<file path="src/rtl/ro_puf_ctrl.sv">
// Ring-oscillator PUF controller: enables two configurable ring chains, counts their
// synchronized rising edges over a fixed window and reports which chain ran faster.
module ro_puf_ctrl #(
  parameter int CHAL_W        = 8,
  parameter int CNT_W         = 16,
  parameter int SETTLE_CYCLES = 16,
  parameter int WINDOW_CYCLES = 1024
) (
  input  logic              clk,
  input  logic              rst,
  input  logic              start,
  input  logic [CHAL_W-1:0] chal,
  input  logic              abort,
  input  logic              ro_a,
  input  logic              ro_b,
  output logic              ro_en,
  output logic [CHAL_W-1:0] cfg_sel,
  output logic [CHAL_W-1:0] cfg_bx,
  output logic              busy,
  output logic              resp_valid,
  input  logic              resp_ready,
  output logic              resp,
  output logic              resp_tie,
  output logic [CNT_W-1:0]  cnt_a,
  output logic [CNT_W-1:0]  cnt_b
);

  localparam int MAX_CYC = (SETTLE_CYCLES > WINDOW_CYCLES) ? SETTLE_CYCLES : WINDOW_CYCLES;
  localparam int TMR_W   = $clog2(MAX_CYC + 1);
  localparam logic [TMR_W-1:0] SETTLE_LAST = TMR_W'(SETTLE_CYCLES - 1);
  localparam logic [TMR_W-1:0] WINDOW_LAST = TMR_W'(WINDOW_CYCLES - 1);
  localparam logic [CNT_W-1:0] CNT_MAX     = '1;

  typedef enum logic [2:0] {
    IDLE,
    SETTLE,
    COUNT,
    COMPARE,
    DONE
  } StateT;

  StateT            state;
  StateT            nextState;
  logic [TMR_W-1:0] timer;
  logic             timerDone;
  logic             accept;
  logic             aSync1, aSync2, aPrev;
  logic             bSync1, bSync2, bPrev;
  logic             edgeA, edgeB;

  assign accept    = (state == IDLE) && start;
  assign timerDone = ((state == SETTLE) && (timer == SETTLE_LAST)) ||
                     ((state == COUNT)  && (timer == WINDOW_LAST));
  assign edgeA     = aSync2 & ~aPrev;
  assign edgeB     = bSync2 & ~bPrev;

  always_ff @(posedge clk or posedge rst) begin
    if (rst) state <= IDLE;
    else     state <= nextState;
  end

  // Abort outranks every other transition while an evaluation is running.
  always_comb begin
    nextState = state;
    ro_en     = 1'b0;
    busy      = 1'b1;
    case (state)
      IDLE: begin
        busy = 1'b0;
        if (start) nextState = SETTLE;
      end
      SETTLE: begin
        ro_en = 1'b1;
        if (abort)          nextState = IDLE;
        else if (timerDone) nextState = COUNT;
      end
      COUNT: begin
        ro_en = 1'b1;
        if (abort)          nextState = IDLE;
        else if (timerDone) nextState = COMPARE;
      end
      COMPARE: begin
        if (abort) nextState = IDLE;
        else       nextState = DONE;
      end
      DONE: begin
        if (resp_valid && resp_ready) nextState = IDLE;
      end
      default: nextState = IDLE;
    endcase
  end

  // Phase timer restarts on every state change so each phase counts from zero.
  always_ff @(posedge clk or posedge rst) begin
    if (rst)                                      timer <= '0;
    else if (state != nextState)                  timer <= '0;
    else if ((state == SETTLE) || (state == COUNT)) timer <= timer + TMR_W'(1);
  end

  always_ff @(posedge clk or posedge rst) begin
    if (rst) begin
      aSync1 <= 1'b0;
      aSync2 <= 1'b0;
      aPrev  <= 1'b0;
      bSync1 <= 1'b0;
      bSync2 <= 1'b0;
      bPrev  <= 1'b0;
    end else begin
      aSync1 <= ro_a;
      aSync2 <= aSync1;
      aPrev  <= aSync2;
      bSync1 <= ro_b;
      bSync2 <= bSync1;
      bPrev  <= bSync2;
    end
  end

  always_ff @(posedge clk or posedge rst) begin
    if (rst) begin
      cfg_sel <= '0;
      cfg_bx  <= '0;
    end else if (accept) begin
      cfg_sel <= chal;
      for (int i = 0; i < CHAL_W; i++) cfg_bx[i] <= chal[CHAL_W-1-i];
    end
  end

  // Counters saturate instead of wrapping so a fast ring never looks slow.
  always_ff @(posedge clk or posedge rst) begin
    if (rst) begin
      cnt_a <= '0;
      cnt_b <= '0;
    end else if (accept) begin
      cnt_a <= '0;
      cnt_b <= '0;
    end else if (state == COUNT) begin
      if (edgeA && (cnt_a != CNT_MAX)) cnt_a <= cnt_a + CNT_W'(1);
      if (edgeB && (cnt_b != CNT_MAX)) cnt_b <= cnt_b + CNT_W'(1);
    end
  end

  always_ff @(posedge clk or posedge rst) begin
    if (rst) begin
      resp     <= 1'b0;
      resp_tie <= 1'b0;
    end else if ((state == COMPARE) && !abort) begin
      resp     <= (cnt_a > cnt_b);
      resp_tie <= (cnt_a == cnt_b);
    end
  end

  // Valid rises one cycle into DONE and drops on the accepting handshake.
  always_ff @(posedge clk or posedge rst) begin
    if (rst) resp_valid <= 1'b0;
    else     resp_valid <= (state == DONE) && !(resp_valid && resp_ready);
  end

endmodule

</file>
<file path="config.mk">
export PLATFORM = sky130hd
export DESIGN_NAME = ro_puf_ctrl
export DESIGN_NICKNAME = d
export VERILOG_FILES = /design/src/rtl/ro_puf_ctrl.sv
export SDC_FILE = /design/constraint.sdc
export NUM_CORES = 1
export LEC_CHECK = 0
export BUFFER_PORTS_ARGS = -buffer_cell sky130_fd_sc_hd__buf_2
export CAP_MARGIN = 20
export CELL_PAD_IN_SITES_DETAIL_PLACEMENT = 1
export CELL_PAD_IN_SITES_GLOBAL_PLACEMENT = 1
export CORE_MARGIN = 1
export CORE_UTILIZATION = 45
export CTS_CLUSTER_SIZE = 16
export DETAILED_ROUTE_END_ITERATION = 12
export HOLD_SLACK_MARGIN = 0.03
export PLACE_DENSITY_LB_ADDON = 0.12
export SLEW_MARGIN = 20
export SYNTH_ARGS = -nofsm -noshare
export SYNTH_HDL_FRONTEND = slang
export SYNTH_SLANG_ARGS = --single-unit
</file>
<file path="constraint.sdc">
create_clock -name clk -period 6.7 [get_ports clk]
set_clock_uncertainty 0.1 [all_clocks]
set_input_delay 1.675 -clock clk [delete_from_list [all_inputs] [get_ports clk]]
set_output_delay 1.675 -clock clk [all_outputs]
set_load 0.02 [all_outputs]
</file>
Yosys cells after proc, flatten, opt, wreduce, memory -nomap -nowiden --
Cells that the tools add are included.
Cells by class: add/subtract/negate cells 3, $mul 0, div/mod/pow operators 0, order comparisons 1, eq/ne operators 10, shift-type cells 0, muxes and demuxes 18, bitwise operators 4, reduce and logical (&&, ||, !) cells 20
Operator list (number):
- 2-to-1 mux 16 bit | 6
- adder 16 x 1 -> 16 bit (second input constant) | 2
- inequality test 16 bit (second input constant) | 2
- 2-to-1 mux 11 bit | 2
- 2-to-1 mux 3 bit | 7
- == test 16 bit | 1
- > comparator 16 bit | 1
- case mux 3 bit (5 select lines) | 1
- adder 11 x 1 -> 11 bit (second input constant) | 1
- == test 11 x 10 -> 1 bit (second input constant) | 1
- == test 11 x 4 -> 1 bit (second input constant) | 1
- logical AND 1 bit | 8
- nonzero test 2 bit | 4
- == test 3 x 2 -> 1 bit (second input constant) | 2
- AND reduction 2 bit | 2
- == test 3 x 1 -> 1 bit (second input constant) | 1
- == test 3 bit (second input constant) | 1
- zero test 3 bit | 1
- inequality test 3 bit | 1
- AND 1 bit | 2
- zero test 1 bit | 2
- logical OR 1 bit | 2
- 2-to-1 mux 1 bit | 2
- inverter 1 bit | 2
- OR reduction 2 bit | 1
Storage, ports and cells: register bits 71, bits in latches 0, RAM bits 0, ROM bits 0, input bits 15, output and inout port bits 53, word-level logic and storage cells 71, memories 0

Depth between registers and ports, before layout --
Gate-level depths: netlist of the first run.
depth after elaboration 8, depth in mapped cells 7

Worst setup path after synthesis of the first run --
No wires, ideal clock.
path type input-to-reg, from input abort, to register timer[0], arrival 2.874 ns, required time 6.481 ns, path slack 3.607 ns, stages on the path 6, path buffers 1, cell sequence or4b_2 > nor3_1 > o21ai_0 > o21ai_1 > buf_4 > nor2_1
Between the ends: longest elaborated chain between the ends 4
RTL lines:
- from (decl) | RTL line 13 | input logic abort,
- 2-to-1 mux 3 bit (on tied branches) | RTL line 79, 74, 83
- case mux 3 bit (5 select lines) * | RTL line 67 | case (state)
- inequality test 3 bit * | RTL line 96 | else if (state != nextState) timer <= '0;
- 2-to-1 mux 11 bit / nonzero test 2 bit (equally long branches)
- to (signal assigned) | RTL line 97 | else if ((state == SETTLE) || (state == COUNT)) timer <= timer + TMR_W'(1);
- to (decl) | RTL line 44 | logic [TMR_W-1:0] timer;
Every way passes the cells marked *; elsewhere a longest branch is shown, timed or not. A chain may end at the register's enable or synchronous reset.

Worst setup path in the final report of the first run --
from register state[0], to output ro_en
Between the ends: longest elaborated chain between the ends 3
RTL lines:
- from (decl) | RTL line 42 | StateT state;
- from (signal assigned) | RTL line 59 | else state <= nextState;
- == test 3 x 1 -> 1 bit / == test 3 x 2 -> 1 bit (equally long branches) | RTL line 67
- OR reduction 2 bit (no line) *
- 2-to-1 mux 1 bit * | RTL line 67
- to (decl) | RTL line 16 | output logic ro_en,
Marks and branches as above.

==> metrics, run 1 <==
status finished, final reports clean; setup_tns 0 ns; Max Clk Rate 295 MHz; aggregate global routing overflow 0; Synth Area in Simple Gates 25.6%; Port Buffers 67; DR WL/cell 16.9 microns; antenna cells 0; leakage power 1.99 nW; highest metal used met4; post-synthesis mux area share 0.280%; pin count of the biggest net entering global routing 64; IO Pins 68; Worst Setup Start Kind flop; CTS buffer count 9; Post-Syn Area per Cell 9.29 sq um; post-detail-place hpwl 6.69 mm; Post-Syn Area 0.00358 sq mm; met2 wire len 4.54 mm; CTS tree built; worst path arrival time 1.62 ns; xor/xnor share of the synthesized area 8.57%; combinational family with the most area after synthesis simple AND/OR/NAND/NOR gates; worst vdd ir 0.0998 mV; cell count after synthesis 385; Cell Rows 32; GRT Resource Usage Total 24.1%; most common cell after layout, fill and taps aside buf_2; R2R setup slack 4.12 ns; PD cells 211 mW/mm^2; CTS clk-pin slew, worst paths 0.07 ns; Net count, final 480; clock root cell clkbuf_8; Syn Nets 419; Core ar. 0.00773 sq mm; CTS Buffer Depth 2; critical path fanouts, max 11; share of flip-flops with an asynchronous set or reset 100%; M1 wire length 4.37 mm; setup violators final 0; Max-slew headroom 39.4%; synth unique cells 50; Compound-Gate Fraction of Synth Area 9.44%; hold slack 0.248 ns; full die area 0.00831 sq mm; routability cong. 0.806; max cap viols 0; CTS sink cnt 63; Synth Area in Adders 6.64%; YS warnings 0; WP data required 4.93 ns; Critical Path Sink Type primary output; first-pass iteration count of the detailed router 4; initial DRC count 99; DRC errors left 0; # hold bufs at CTS 0; Layout area overhead 15.9%; via/cell ratio 5.49; Final Max Tran Viols 0; critical setup path kind reg -> out; Worst Max-Slew Pin Slew 0.901 ns; RSZ-0062 raised after global routing false; ANT nets after route 0; Final min period 3.40 ns; FF+latch count, synth 63; Initial Util 46.3%; WL met3 317 microns; Post-synth EDFFs 0; later-pin clock latency in the skew report 0.34 ns; hold crit path type reg -> reg; register area share after synthesis 44.1%; postcts setup bufs 0; commonest non-fill, non-tap cells in the layout buf_2, dfrtp_1, nand2_1; global-route wire length before repair 15.7 mm; final hold violations 0; htree depth 3; Tcrit/Tclk final 50.7%; vias in the first global route 3114; Total Wirelength 9.33 mm; routed vias 3036; die height 91.2 microns; die width 91.2 microns; Top FF cell, synth dfrtp_1; post-CTS sizing 0; antenna violations before repair 0; layout cells sized above 1 20.6%
[synthesized netlist by cell type (all sizes together) (3+ instances only)]
| master | count | area [sq um] |
|---|---|---|
| dfrtp | 63 | 1580 |
| nand2 | 53 | 199 |
| nor2 | 42 | 160 |
| xnor2 | 30 | 263 |
| inv | 21 | 78.8 |
| ha | 19 | 238 |
| nand3 | 19 | 108 |
| buf | 16 | 105 |
| a21oi | 15 | 75.1 |
| o21ai | 12 | 60.1 |
| nor3 | 11 | 66.3 |
| nand4 | 10 | 62.6 |
| and3 | 8 | 50.1 |
| nor4 | 8 | 65.1 |
| a211oi | 7 | 52.6 |
| nor2b | 5 | 31.3 |
| xor2 | 5 | 43.8 |
| and4 | 4 | 35.0 |
| clkbuf | 3 | 11.3 |
| nor3b | 3 | 33.8 |
| nor4b | 3 | 26.3 |
| o211ai | 3 | 22.5 |
[area by class of cell]
cell class / count / area [sq um]
repair buffers: 69 / 350
well taps: 102 / 128
clock inverters: 3 / 40.0
inverters: 21 / 78.8
multi-input cells: 282 / 1810
flip-flops and latches: 63 / 1580
clock buffers: 13 / 169
fillers: 934 / 3580
[flip-flops by register name (all words and copies together), names as in the netlist]
name / cells
cnt_a: 16
cnt_b: 16
timer: 11
cfg_sel: 7
state: 3
aPrev: 1
aSync1: 1
aSync2: 1
bPrev: 1
bSync1: 1
bSync2: 1
cfg_bx: 1
resp: 1
resp_tie: 1
resp_valid: 1
[per-stage QoR]
stage / instances / area (sq um) / worst slack, ns / total power [mW] / utilization, %
floorplan: 385 / 3580 / 3.36 / 0.509 / -
global placement: 537 / 3940 / 3.23 / 0.529 / 51.0
detailed placement: 537 / 3940 / 3.15 / 0.534 / 51.0
CTS: 553 / 4150 / 3.26 / 0.887 / 53.7
global route: 553 / 4150 / 3.15 / 0.911 / 53.7
finish: 553 / 4150 / 3.30 / 0.875 / 53.7
[critical path: stages, from the launching register on]
cell     delay [ns]
dfrtp_1        0.51
xnor2_1        0.42
nor2_1         0.16
buf_2          0.20
[final timing paths]
kind / start / end / cells past startpoint
setup / recovery: state[0]$_DFF_PP0_ / ro_en / 3
hold / removal: aSync1$_DFF_PP0_ / aSync2$_DFF_PP0_ / 0
hold reg to reg: aSync1$_DFF_PP0_ / aSync2$_DFF_PP0_ / 0
min in group asynchronous: rst / timer[8]$_DFFE_PP0P_ / 3
setup reg to reg: state[1]$_DFF_PP0_ / cnt_b[14]$_DFFE_PP0P_ / 5
max in group asynchronous: rst / cnt_b[5]$_DFFE_PP0P_ / 3
[where the power goes]
group	internal (mW)	switching [mW]
clock network	0.201	0.149
logic	0.0340	0.0795
registers	0.397	0.0142
[kinds of logic (layout without fill, tap and decap cells)]
family | count (synthesis) | in the layout
mux | 1 | 1
flops | 63 | 63
fa+ha+maj | 19 | 19
compound gates | 51 | 51
buf+inv | 40 | 106
xor+xnor | 35 | 35
simple gates | 176 | 176
[routing by layer]
layer | vias up | global-route usage (%)
met5 | - | 0
met4 | 0 | 6.75
met3 | 11 | 4.10
met2 | 59 | 41.0
met1 | 1511 | 31.7
li1 | 1455 | -
Note: power is estimated with default switching activity, not from simulation.
==> run 2, diff against run 1 <==
--- a/config.mk
+++ b/config.mk
@@ -10,7 +10,7 @@
 export CELL_PAD_IN_SITES_DETAIL_PLACEMENT = 1
 export CELL_PAD_IN_SITES_GLOBAL_PLACEMENT = 1
 export CORE_MARGIN = 1
-export CORE_UTILIZATION = 45
+export CORE_UTILIZATION = 38
 export CTS_CLUSTER_SIZE = 16
 export DETAILED_ROUTE_END_ITERATION = 12
 export HOLD_SLACK_MARGIN = 0.03
==> constraint.sdc (replaced) <==
create_clock -name clk -period 2.7 [get_ports clk]
set_clock_uncertainty 0.1 [all_clocks]
set_input_delay 0.675 -clock clk [delete_from_list [all_inputs] [get_ports clk]]
set_output_delay 0.675 -clock clk [all_outputs]
set_load 0.02 [all_outputs]
==> metrics, run 2 (synthesis gave the netlist of run 1 again) <==
setup violators final 0; initial DRC count 79; CP max stage delay 0.51 ns; Core Util, Final 45.8%; Tcrit/Tclk final 90.5%; Layout area overhead 17.8%; CTS clk-pin slew, worst paths 0.07 ns; most common cell after layout, fill and taps aside buf_2; Max-slew headroom 59.1%; antenna violations before repair 0; final hold violations 0; hold crit path type reg -> reg; status finished, final reports clean; routed vias 2968; CTS Buffer Depth 2; worst path arrival time 1.67 ns; post-CTS sizing 0; critical setup path kind reg -> out; die width 99.0 microns; RSZ-0062 raised after global routing false; vias in the first global route 3008; global-route wire length before repair 15.4 mm; Core ar. 0.00920 sq mm; WHS Path Cells 0; DRC errors left 0; antenna cells 0; die height 99.0 microns; design area 0.00421 sq mm; full die area 0.00981 sq mm; post-detail-place hpwl 6.74 mm; DP Area 0.00400 sq mm; WP data required 1.92 ns; postcts setup bufs 0; Worst Max-Slew Pin Slew 0.612 ns; Largest regs cnt_a (16), cnt_b (16), timer (11); worst r2r src state[1]$_DFF_PP0_; ANT nets after route 0; first-pass iteration count of the detailed router 4; Critical Path Sink Type primary output; DR WL/cell 16.4 microns; later-pin clock latency in the skew report 0.35 ns; Slowest cell on crit path dfrtp_1; # hold bufs at CTS 0; Worst Setup SP state[0]$_DFF_PP0_; critical path fanouts, max 11; IO Pins 68; Total Wirelength 9.31 mm; leakage power 2.02 nW; Net count, final 485; Max Clk Rate 409 MHz; critical-path cell list xnor2_1, nor2_1, buf_2; max cap viols 0; Worst Setup Start Kind flop; Final min period 2.44 ns; CTS sink cnt 63; CTS buffer count 9; worst vdd ir 0.213 mV; Port Buffers 67; Initial Util 38.9%; CTS tree built; setup_tns 0 ns; Worst R2R Path Depth 5; htree depth 3; routability cong. 0.840; aggregate global routing overflow 0; GRT Resource Usage Total 20.2%; Cell Rows 35; min-delay src bSync1$_DFF_PP0_; clock root cell clkbuf_8; Pwr Total 2.23 mW; layout cells sized above 1 21.1%; pin count of the biggest net entering global routing 64; via/cell ratio 5.24; PD cells 528 mW/mm^2; Final Max Tran Viols 0; commonest non-fill, non-tap cells in the layout buf_2, dfrtp_1, nand2_1
==> run 2: changes by cell type in the layout (fill, tap and decap cells not counted) <==
cell	previous run	this run
clkbuf_8	12	10
clkinvlp_4	0	1
buf_4	2	6
bufinv_16	1	2
clkinv_2	2	0
buf_12	0	1
clkbuf_1	1	2
==> run 2: final timing paths <==
check                                          to  slack, ns
max                                         ro_en       0.26
min                              bSync2$_DFF_PP0_       0.25
max reg2reg                  cnt_b[9]$_DFFE_PP0P_       0.43
min reg2reg                      bSync2$_DFF_PP0_       0.25
max in group asynchronous    cnt_a[9]$_DFFE_PP0P_       1.93
min in group asynchronous  cfg_sel[5]$_DFFE_PP0P_       0.29
==> run 2: critical path: cells and delay by family, from the launching register on <==
kind	cells	cell delay (ns)
and+or+nand+nor	1	0.17
DFF	1	0.51
buffers and inverters	1	0.20
xor gates and xnor gates	1	0.45
==> run 2: metrics by stage <==
| step | hold WS (ns) | instances | setup slack (ns) |
|---|---|---|---|
| after floorplan | 0.231 | 385 | 0.355 |
| after global placement | 0.236 | 551 | 0.443 |
| after detailed placement | 0.238 | 551 | 0.363 |
| after CTS | 0.258 | 566 | 0.271 |
| after global routing | 0.261 | 566 | 0.139 |
| final | 0.255 | 566 | 0.256 |
==> run 2: layout make-up <==
type | count | area [sq um]
Fill cell | 1121 | 4980
Multi-Input combinational cell | 282 | 1810
Sequential cell | 63 | 1580
Timing Repair Buffer | 74 | 400
Clock buffer | 12 | 145
Tap cell | 111 | 139
Inverter | 21 | 78.8
Clock inverter | 3 | 67.6
==> run 2: report_power, final <==
| group | switching [mW] | internal (mW) | total (mW) |
|---|---|---|---|
| sequential | 0.0339 | 0.984 | 1.02 |
| clock | 0.377 | 0.541 | 0.918 |
| combinational | 0.198 | 0.0912 | 0.290 |
==> run 2: metal layers <==
metal / share of wire, % / vias up / global-route usage, % / wire [microns]
li1: - / 1465 / - / -
met1: 50 / 1448 / 27.9 / 4670
met3: 2.8 / 11 / 3.83 / 261
met5: 0 / - / 0 / 0
met4: 1.6 / 0 / 6.66 / 146
met2: 45 / 44 / 31.8 / 4230
==> run 3, diff against run 2 <==
==> constraint.sdc (replaced) <==
create_clock -name clk -period 2.2 [get_ports clk]
set_clock_uncertainty 0.1 [all_clocks]
set_input_delay 0.55 -clock clk [delete_from_list [all_inputs] [get_ports clk]]
set_output_delay 0.55 -clock clk [all_outputs]
set_load 0.02 [all_outputs]
==> metrics, run 3 (synthesis gave the netlist of run 1 again) <==
CTS tree built; DRC errors left 0; status finished, final reports clean; Cell Rows 35; antenna cells 0; Final Max Tran Viols 0; Net count, final 516; kind of cell adding the most delay to the critical path flip-flops; critical-path cell list buf_4, nor3_2, inv_1, buf_2; Port Buffers 67; RSZ-0062 raised after global routing false; Total Wirelength 9.62 mm; first-pass iteration count of the detailed router 4; setup violators final 0; CP max stage delay 0.46 ns; vias in the first global route 3116; final hold violations 0; most common cell after layout, fill and taps aside buf_2; Core Util, Final 48.6%; GRT Resource Usage Total 21.0%; max cap viols 0; leakage power 2.18 nW; Critical Path Sink Type primary output; post-detail-place hpwl 7.08 mm; later-pin clock latency in the skew report 0.34 ns; die height 99.0 microns; Buf/Inv on CP 3; critical path fanouts, max 8; Tcrit/Tclk final 95.4%; Worst R2R Path Depth 6; Worst Setup Start Kind flop; Layout area overhead 24.9%; via/cell ratio 5.23; ANT nets after route 0; initial DRC count 111; WP data required 1.55 ns; commonest non-fill, non-tap cells in the layout buf_2, dfrtp_1, nand2_1; Max Clk Rate 477 MHz; Core ar. 0.00920 sq mm; Final min period 2.10 ns; met3 usage 4.26%; worst vdd ir 0.359 mV; GRT Max-Usage Layer met2; Max-slew headroom 61.9%; routed vias 3126; hold crit path type in -> async; DR WL/cell 16.1 microns; grt met2 use 33.2%; PD cells 592 mW/mm^2; Slowest cell on crit path dfrtp_1; global-route wire length before repair 15.9 mm; clock root cell clkbuf_8; Largest regs cnt_a (16), cnt_b (16), timer (11); CTS Buffer Depth 2; critical setup path kind reg -> out; CTS buffer count 9; Levels on crit path 4; full die area 0.00981 sq mm; antenna violations before repair 0; pin count of the biggest net entering global routing 64; R2R setup slack 0.13 ns; aggregate global routing overflow 0; Worst Max-Slew Pin Slew 0.567 ns; worst path arrival time 1.45 ns; routability cong. 0.831; layout cells sized above 1 27.5%; CTS clk-pin slew, worst paths 0.07 ns; Initial Util 38.9%; die width 99.0 microns; htree depth 3; Pwr Total 2.64 mW; # fillers 1086; CTS sink cnt 63; IO Pins 68; GRT met1 Usage 29.0%
==> run 3: cell count changes in the layout (fill, tap and decap cells not counted), sizes merged <==
cell    delta
buf       +31
bufinv     -1
inv        -1
clkinv     +3
==> run 3: report_power, final <==
part / switching [mW] / internal, mW
Sequential: 0.0432 / 1.21
Combinational: 0.246 / 0.128
Clock: 0.468 / 0.550
==> run 3: path summary, 6_finish.rpt <==
check / start / endpoint
worst max-delay path: state[2]$_DFF_PP0_ / busy
worst min-delay path: rst / cfg_sel[5]$_DFFE_PP0P_
worst max register to register: cnt_a[3]$_DFFE_PP0P_ / resp$_DFFE_PP0P_
worst min register to register: bSync1$_DFF_PP0_ / bSync2$_DFF_PP0_
max in group asynchronous: rst / state[0]$_DFF_PP0_
min in group clk: ro_a / aSync1$_DFF_PP0_
==> run 3: per-layer routing <==
layer / routed length (microns) / share of wire [%]
met5: 0 / 0
met4: 136 / 1.4
met3: 276 / 2.9
met2: 4450 / 46
met1: 4750 / 49
==> run 3: area by class of cell <==
class / count / area [sq um] / area share (%)
clock inverters: 4 / 45.0 / 1.01
multi-input cells: 282 / 1830 / 41.0
inverters: 21 / 82.6 / 1.85
well taps: 111 / 139 / 3.11
repair buffers: 105 / 646 / 14.4
flip-flops and latches: 63 / 1580 / 35.3
clock buffers: 12 / 145 / 3.25
==> run 3: what timing repair did <==
action	4_1_cts	5_1_grt
buffers inserted	0	3
resized for setup	3	3
endpoints found under the hold margin	0	0
hold buffers	0	0
endpoints found under the setup margin	1	9
pin swaps	0	1
==> run 3: worst reg2reg max path, delay by kind of cell (launching register included) <==
kind / cells / cell delay (ns)
flip-flops: 1 / 0.47
adder cells (fa/ha/maj): 1 / 0.34
AO/OA/AOI/OAI: 4 / 0.85
AND/OR/NAND/NOR: 1 / 0.20
==> run 3: through the flow <==
stage	std cells	setup TNS, ns	worst slack, ns	hold slack [ns]	instance area, sq um
final	598	0	0.102	0.191	4470
after global routing	598	0	0.0181	0.188	4470
after CTS	595	0	0.0320	0.197	4430
after detailed placement	579	-0.129	-0.0227	0.237	4230
after global placement	579	0	0.0659	0.233	4230
after floorplan	385	0	0.0772	0.231	3580
